`src/rtl/hazard_ctrl.sv`:
```
// Hazard/stall controller for the 5-stage MIPS pipeline: forwarding flags, load-use and HI/LO-busy stalls.
// Optional perf counters are built in when HAZARD_PERF_CNT_EN is defined.
module hazard_ctrl #(
   parameter int unsigned MUL_CYCLES = 2,
   parameter int unsigned DIV_CYCLES = 33,
   parameter int unsigned CNT_W      = 6
) (
   input  logic       clk,
   input  logic       reset,
   input  logic       id_valid,
   input  logic [4:0] id_rs,
   input  logic [4:0] id_rt,
   input  logic       id_rs_used,
   input  logic       id_rt_used,
   input  logic       id_rf_we,
   input  logic [4:0] id_rf_waddr,
   input  logic [2:0] id_rf_wsel,
   input  logic       id_muldiv,
   input  logic       id_is_div,
   input  logic       id_hilo_acc,
   input  logic       mem_stall,
   output logic       id_ex_rs_hazard_reg,
   output logic       id_ex_rt_hazard_reg,
   output logic       id_ex_hazard_mem,
   output logic       id_mem_rs_hazard_mem,
   output logic       id_mem_rt_hazard_mem,
   output logic       id_mem_rs_hazard_reg,
   output logic       id_mem_rt_hazard_reg,
   output logic       stall_if,
   output logic       stall_id,
   output logic       bubble_ex,
   output logic       muldiv_start,
   output logic       hilo_busy
`ifdef HAZARD_PERF_CNT_EN
   ,
   output logic [31:0] perf_load_stalls,
   output logic [31:0] perf_hilo_stalls
`endif
);

   localparam logic [2:0] WSEL_RAM = 3'b011;
   localparam logic [0:0] IDLE     = 1'b0;
   localparam logic [0:0] BUSY     = 1'b1;

   logic             ex_we_q, ex_we_d, mem_we_q, mem_we_d;
   logic [4:0]       ex_waddr_q, ex_waddr_d, mem_waddr_q, mem_waddr_d;
   logic [2:0]       ex_wsel_q, ex_wsel_d, mem_wsel_q, mem_wsel_d;
   logic [CNT_W-1:0] cnt_q, cnt_d;
   logic [0:0]       state;

   logic ex_rs, ex_rt, mem_rs, mem_rt;
   logic ex_is_load, mem_is_load;
   logic load_use, busy, muldiv_stall, stall_raw, issue;

   // Match terms: EX wins over MEM, so MEM flags are masked by the EX match.
   always_comb begin
      ex_rs       = id_valid & id_rs_used & ex_we_q  & (ex_waddr_q  == id_rs);
      ex_rt       = id_valid & id_rt_used & ex_we_q  & (ex_waddr_q  == id_rt);
      mem_rs      = id_valid & id_rs_used & mem_we_q & (mem_waddr_q == id_rs);
      mem_rt      = id_valid & id_rt_used & mem_we_q & (mem_waddr_q == id_rt);
      ex_is_load  = (ex_wsel_q  == WSEL_RAM);
      mem_is_load = (mem_wsel_q == WSEL_RAM);
      load_use     = (ex_rs | ex_rt) & ex_is_load;
      busy         = (cnt_q != '0);
      muldiv_stall = busy & id_valid & (id_muldiv | id_hilo_acc);
      stall_raw    = mem_stall | load_use | muldiv_stall;
      issue        = id_valid & id_muldiv & ~stall_raw & ~mem_stall;
   end

   // Outputs are forced low while reset is asserted.
   always_comb begin
      id_ex_rs_hazard_reg  = ~reset & ex_rs & ~ex_is_load;
      id_ex_rt_hazard_reg  = ~reset & ex_rt & ~ex_is_load;
      id_ex_hazard_mem     = ~reset & load_use;
      id_mem_rs_hazard_mem = ~reset & mem_rs & ~ex_rs & mem_is_load;
      id_mem_rt_hazard_mem = ~reset & mem_rt & ~ex_rt & mem_is_load;
      id_mem_rs_hazard_reg = ~reset & mem_rs & ~ex_rs & ~mem_is_load;
      id_mem_rt_hazard_reg = ~reset & mem_rt & ~ex_rt & ~mem_is_load;
      stall_id             = ~reset & stall_raw;
      stall_if             = ~reset & stall_raw;
      bubble_ex            = ~reset & stall_raw & ~mem_stall;
      muldiv_start         = ~reset & issue;
      hilo_busy            = ~reset & busy;
   end

   // NOTE: every signal gets a hold default first so no path through this block infers a latch.
   always_comb begin
      ex_we_d     = ex_we_q;
      ex_waddr_d  = ex_waddr_q;
      ex_wsel_d   = ex_wsel_q;
      mem_we_d    = mem_we_q;
      mem_waddr_d = mem_waddr_q;
      mem_wsel_d  = mem_wsel_q;
      if (!mem_stall) begin
         mem_we_d    = ex_we_q;
         mem_waddr_d = ex_waddr_q;
         mem_wsel_d  = ex_wsel_q;
         if (stall_raw) begin
            ex_we_d    = 1'b0;
            ex_waddr_d = 5'd0;
            ex_wsel_d  = 3'd0;
         end else begin
            ex_we_d    = id_valid & id_rf_we & (id_rf_waddr != 5'd0);
            ex_waddr_d = id_rf_waddr;
            ex_wsel_d  = id_rf_wsel;
         end
      end
   end

   // Busy counter keeps running through mem_stall; a new op only issues from IDLE.
   always_comb begin
      state = busy ? BUSY : IDLE;
      cnt_d = cnt_q;
      case (state)
         IDLE:    if (issue) cnt_d = id_is_div ? CNT_W'(DIV_CYCLES) : CNT_W'(MUL_CYCLES);
         BUSY:    cnt_d = cnt_q - CNT_W'(1);
         default: cnt_d = cnt_q;
      endcase
   end

   // NOTE: sequential state uses non-blocking assignments so all flops update from pre-edge values.
   always_ff @(posedge clk) begin
      if (reset) begin
         ex_we_q     <= 1'b0;
         ex_waddr_q  <= 5'd0;
         ex_wsel_q   <= 3'd0;
         mem_we_q    <= 1'b0;
         mem_waddr_q <= 5'd0;
         mem_wsel_q  <= 3'd0;
         cnt_q       <= '0;
      end else begin
         ex_we_q     <= ex_we_d;
         ex_waddr_q  <= ex_waddr_d;
         ex_wsel_q   <= ex_wsel_d;
         mem_we_q    <= mem_we_d;
         mem_waddr_q <= mem_waddr_d;
         mem_wsel_q  <= mem_wsel_d;
         cnt_q       <= cnt_d;
      end
   end

`ifdef HAZARD_PERF_CNT_EN
   logic [31:0] perf_load_q, perf_load_d, perf_hilo_q, perf_hilo_d;

   always_comb begin
      perf_load_d = perf_load_q;
      perf_hilo_d = perf_hilo_q;
      if (load_use && !mem_stall && perf_load_q != 32'hFFFF_FFFF)
         perf_load_d = perf_load_q + 32'd1;
      if (muldiv_stall && !mem_stall && perf_hilo_q != 32'hFFFF_FFFF)
         perf_hilo_d = perf_hilo_q + 32'd1;
   end

   always_ff @(posedge clk) begin
      if (reset) begin
         perf_load_q <= 32'd0;
         perf_hilo_q <= 32'd0;
      end else begin
         perf_load_q <= perf_load_d;
         perf_hilo_q <= perf_hilo_d;
      end
   end

   assign perf_load_stalls = perf_load_q;
   assign perf_hilo_stalls = perf_hilo_q;
`endif

endmodule
```
`config.mk`:
```
export PLATFORM = sky130hd
export DESIGN_NAME = hazard_ctrl
export DESIGN_NICKNAME = d
export VERILOG_FILES = /design/src/rtl/hazard_ctrl.sv
export SDC_FILE = /design/constraint.sdc
export NUM_CORES = 1
export LEC_CHECK = 0
export CAP_MARGIN = 25
export CORE_UTILIZATION = 40
export DETAILED_ROUTE_END_ITERATION = 10
export DONT_BUFFER_PORTS = 1
export PLACE_DENSITY = 0.52
export RECOVER_POWER = 25
export SYNTH_ARGS = -nofsm -noshare
export SYNTH_HDL_FRONTEND = slang
export SYNTH_SLANG_ARGS = --single-unit
```
`constraint.sdc`:
```
create_clock -name clk -period 4.6 [get_ports clk]
set_input_delay 0.92 -clock clk [delete_from_list [all_inputs] [get_ports clk]]
set_output_delay 0.92 -clock clk [all_outputs]
set_load 0.1 [all_outputs]
```
==> impl_metrics.py <==
metrics = {
    "outcome": {
        "status": "complete, no violations",
    },
    "synthesis": {
        "synth_top_family_by_area": "simple AND/OR/NAND/NOR gates",
        "ys_warn_count": 0,
        "synthArstFlopShare_pct": 0,
        "ys_ff_latch": 24,
        "syn_area_um2": 1380,
        "synth-simple-area-share_pct": 26.9,
        "synth-seq-area-share_pct": 34.8,
        "synth_mux_area_share_pct": 6.52,
        "synth_edf_count": 0,
        "synth_top_area_share_pct": 34.8,
        "synthTopCellsByArea": "dfxtp_1 (35%), xor2_1 (8.9%), xnor2_1 (7.0%), mux2i_1 (6.5%), nor2_1 (4.9%)",
        "synthAdderAreaFrac_pct": 1.81,
        "yosysUniqueCellTypes": 40,
        "syn_area_per_cell_um2": 9.33,
        "synth-xor-area-share_pct": 15.9,
        "synth_nets": 178,
        "synth-compound-area-share_pct": 10.9,
        "synth_flop_cell": "dfxtp_1",
        "netlist_instances": 148,
        "yosysTopAreaCell": "dfxtp_1",
    },
    "grt": {
        "grt_pass1_vias": 1128,
        "grt_max_degree": 24,
        "grt_pass1_wl_mm": 5.53,
        "track_usage_pct": 20.1,
        "grt_overflow": 0,
        "antenna_found_initial": 0,
    },
    "timing": {
        "skew_ns": 0.0122,
        "setup_tns_ns": 0,
        "setup_violations": 0,
        "final_hold_viol_count": 0,
        "rsz0062_at_grt": "false",
        "period_share_pct": 78.1,
        "maxSlewViolCount": 0,
        "layout_min_cycle_time_ns": 3.59,
        "tightest_slew_ns": 1.10,
        "max_freq_mhz": 278,
        "fin_ws_ns": 1.01,
        "relSlewSlack_pct": 26.6,
        "whs_ns": 0.523,
    },
    "setup_path": {
        "cp_slowest_cell": "nor3_1",
        "path_cells": "or3_4, nor3b_4, nor2_2, nor3_1, nor2_4, buf_4",
        "crit_arrival_ns": 2.67,
        "crit_path_end_kind": "output pin",
        "crit_path_max_incr_delay_ns": 0.60,
        "critPathRequiredTime_ns": 3.68,
        "critPathKind": "register to output pin",
        "crit_fanout": 10,
        "startpoint_type": "register",
    },
    "final_layout": {
        "diodes": 0,
        "num-fill-cells": 307,
        "layout.nets": 187,
        "drive_gt1_share_pct": 22.4,
        "synthToLayoutAreaGrowth_pct": 17.9,
        "multi_input_area_um2": 916,
        "final_common_cell": "dfxtp_1",
        "layout_common_cells": "dfxtp_1 (24), xor2_1 (14), nor2_1 (12), xnor2_1 (11)",
        "seqCellArea_um2": 480,
    },
    "clock_network": {
        "cts_tree": "built",
        "cts.sinks": 24,
        "cts_root_buffer": "clkbuf_4",
        "cts_setup_buffers": 0,
        "cts_buffers": 3,
        "cts_hold_buf": 0,
        "ctsHtreeMaxLevel": 1,
        "cts_resized": 0,
        "cts_buffer_depth": 2,
        "insertion_delay_ns": 0.33,
        "clkSlewWorstSetupHoldPaths_ns": 0.15,
    },
    "detailed_routing": {
        "drt_first_pass_iters": 4,
        "via_count": 1134,
        "ant_nets": 0,
        "wirelength_mm": 3.36,
        "drc": 0,
        "wl_per_cell_um": 16.8,
        "drtIter0Drc": 33,
        "vias_per_cell": 5.67,
    },
    "floorplanning": {
        "die_h_um": 60.8,
        "rows": 20,
        "io_pins": 40,
        "core_um2": 3150,
        "die_w_um": 60.8,
        "die-area_um2": 3690,
        "initial_core_util_pct": 43.8,
    },
    "pwr": {
        "p_leak_nw": 0.635,
        "ir_drop_mv": 0.170,
        "p_per_area_nw_per_um2": 452,
    },
    "placed_design": {
        "io_buffers": 0,
        "dpl.hpwl_mm": 2.58,
        "globalplace.congestion": 0.796,
        "pre_cts_ws_ns": 1.18,
    },
    "run": {
        "cap_viol_max_count": 0,
    },
    "min_path": {
        "hold_class": "register to register",
    },
}
registers in the layout (all words and copies together) (netlist names):
name / cells
cnt_q: 6
mem_wsel_q: 3
ex_waddr_q: 5
mem_we_q: 1
ex_wsel_q: 3
ex_we_q: 1
mem_waddr_q: 5
layer usage:
layer / share of wire, % / vias up / track usage, %
li1: - / 551 / -
met1: 44 / 553 / 26.1
met2: 50 / 28 / 34.1
met3: 5.4 / 2 / 3.41
met4: 0.45 / 0 / 6.49
met5: 0 / - / 0
area by class of cell:
type	count	share of cell area (%)
clock buffers	3	1.38
well taps	44	3.38
clock inverters	1	1.84
flip-flops and latches	24	29.5
inverters	2	0.461
repair buffers	11	7.22
multi-input cells	115	56.2
path summary, 6_finish.rpt:
path | depth (start not counted) | slack [ns] | startpoint | to
worst max-delay path | 6 | 1.01 | cnt_q[2] | stall_if
worst min register to register | 2 | 0.52 | mem_we_q | mem_we_q
worst max register to register | 6 | 2.52 | cnt_q[2] | ex_wsel_q[1]
worst min-delay path | 2 | 0.52 | mem_we_q | mem_we_q
critical path, delay by kind of cell (launching register included):
| family | cells | cell delay (ns) |
|---|---|---|
| buffers and inverters | 1 | 0.33 |
| flip-flops | 1 | 0.38 |
| AND/OR/NAND/NOR | 5 | 1.64 |
cell families after synthesis:
family,Yosys count
AO/OA/AOI/OAI,17
XOR/XNOR,25
adder cells (fa/ha/maj),2
buffers and inverters,9
flip-flops,24
multiplexers,9
AND/OR/NAND/NOR,62
report_power, final:
group	internal (W)	switching (W)
Sequential	0.000244	0.0000373
Clock	0.0000882	0.0000687
Combinational	0.000123	0.000175
metrics by stage:
| step | utilization, % | total power [W] | instance area [um^2] | cells |
|---|---|---|---|---|
| final | 51.7 | 0.000736 | 1630 | 200 |
| after global routing | 51.7 | 0.000787 | 1630 | 200 |
| after CTS | 51.7 | 0.000741 | 1630 | 200 |
| after detailed placement | 50.0 | 0.000585 | 1580 | 196 |
| after global placement | 50.0 | 0.000576 | 1580 | 196 |
| after floorplan | - | 0.000540 | 1390 | 148 |
Yosys cell counts (4+ instances only):
cell,number
a22o_2,6
nor3_1,9
xnor2_1,11
nand4_1,4
nor2_1,18
mux2i_1,9
xor2_1,14
clkbuf_1,4
dfxtp_1,24
a22o_1,4
nand2_1,5
nor4_1,6
Note: power is estimated with default switching activity, not from simulation.
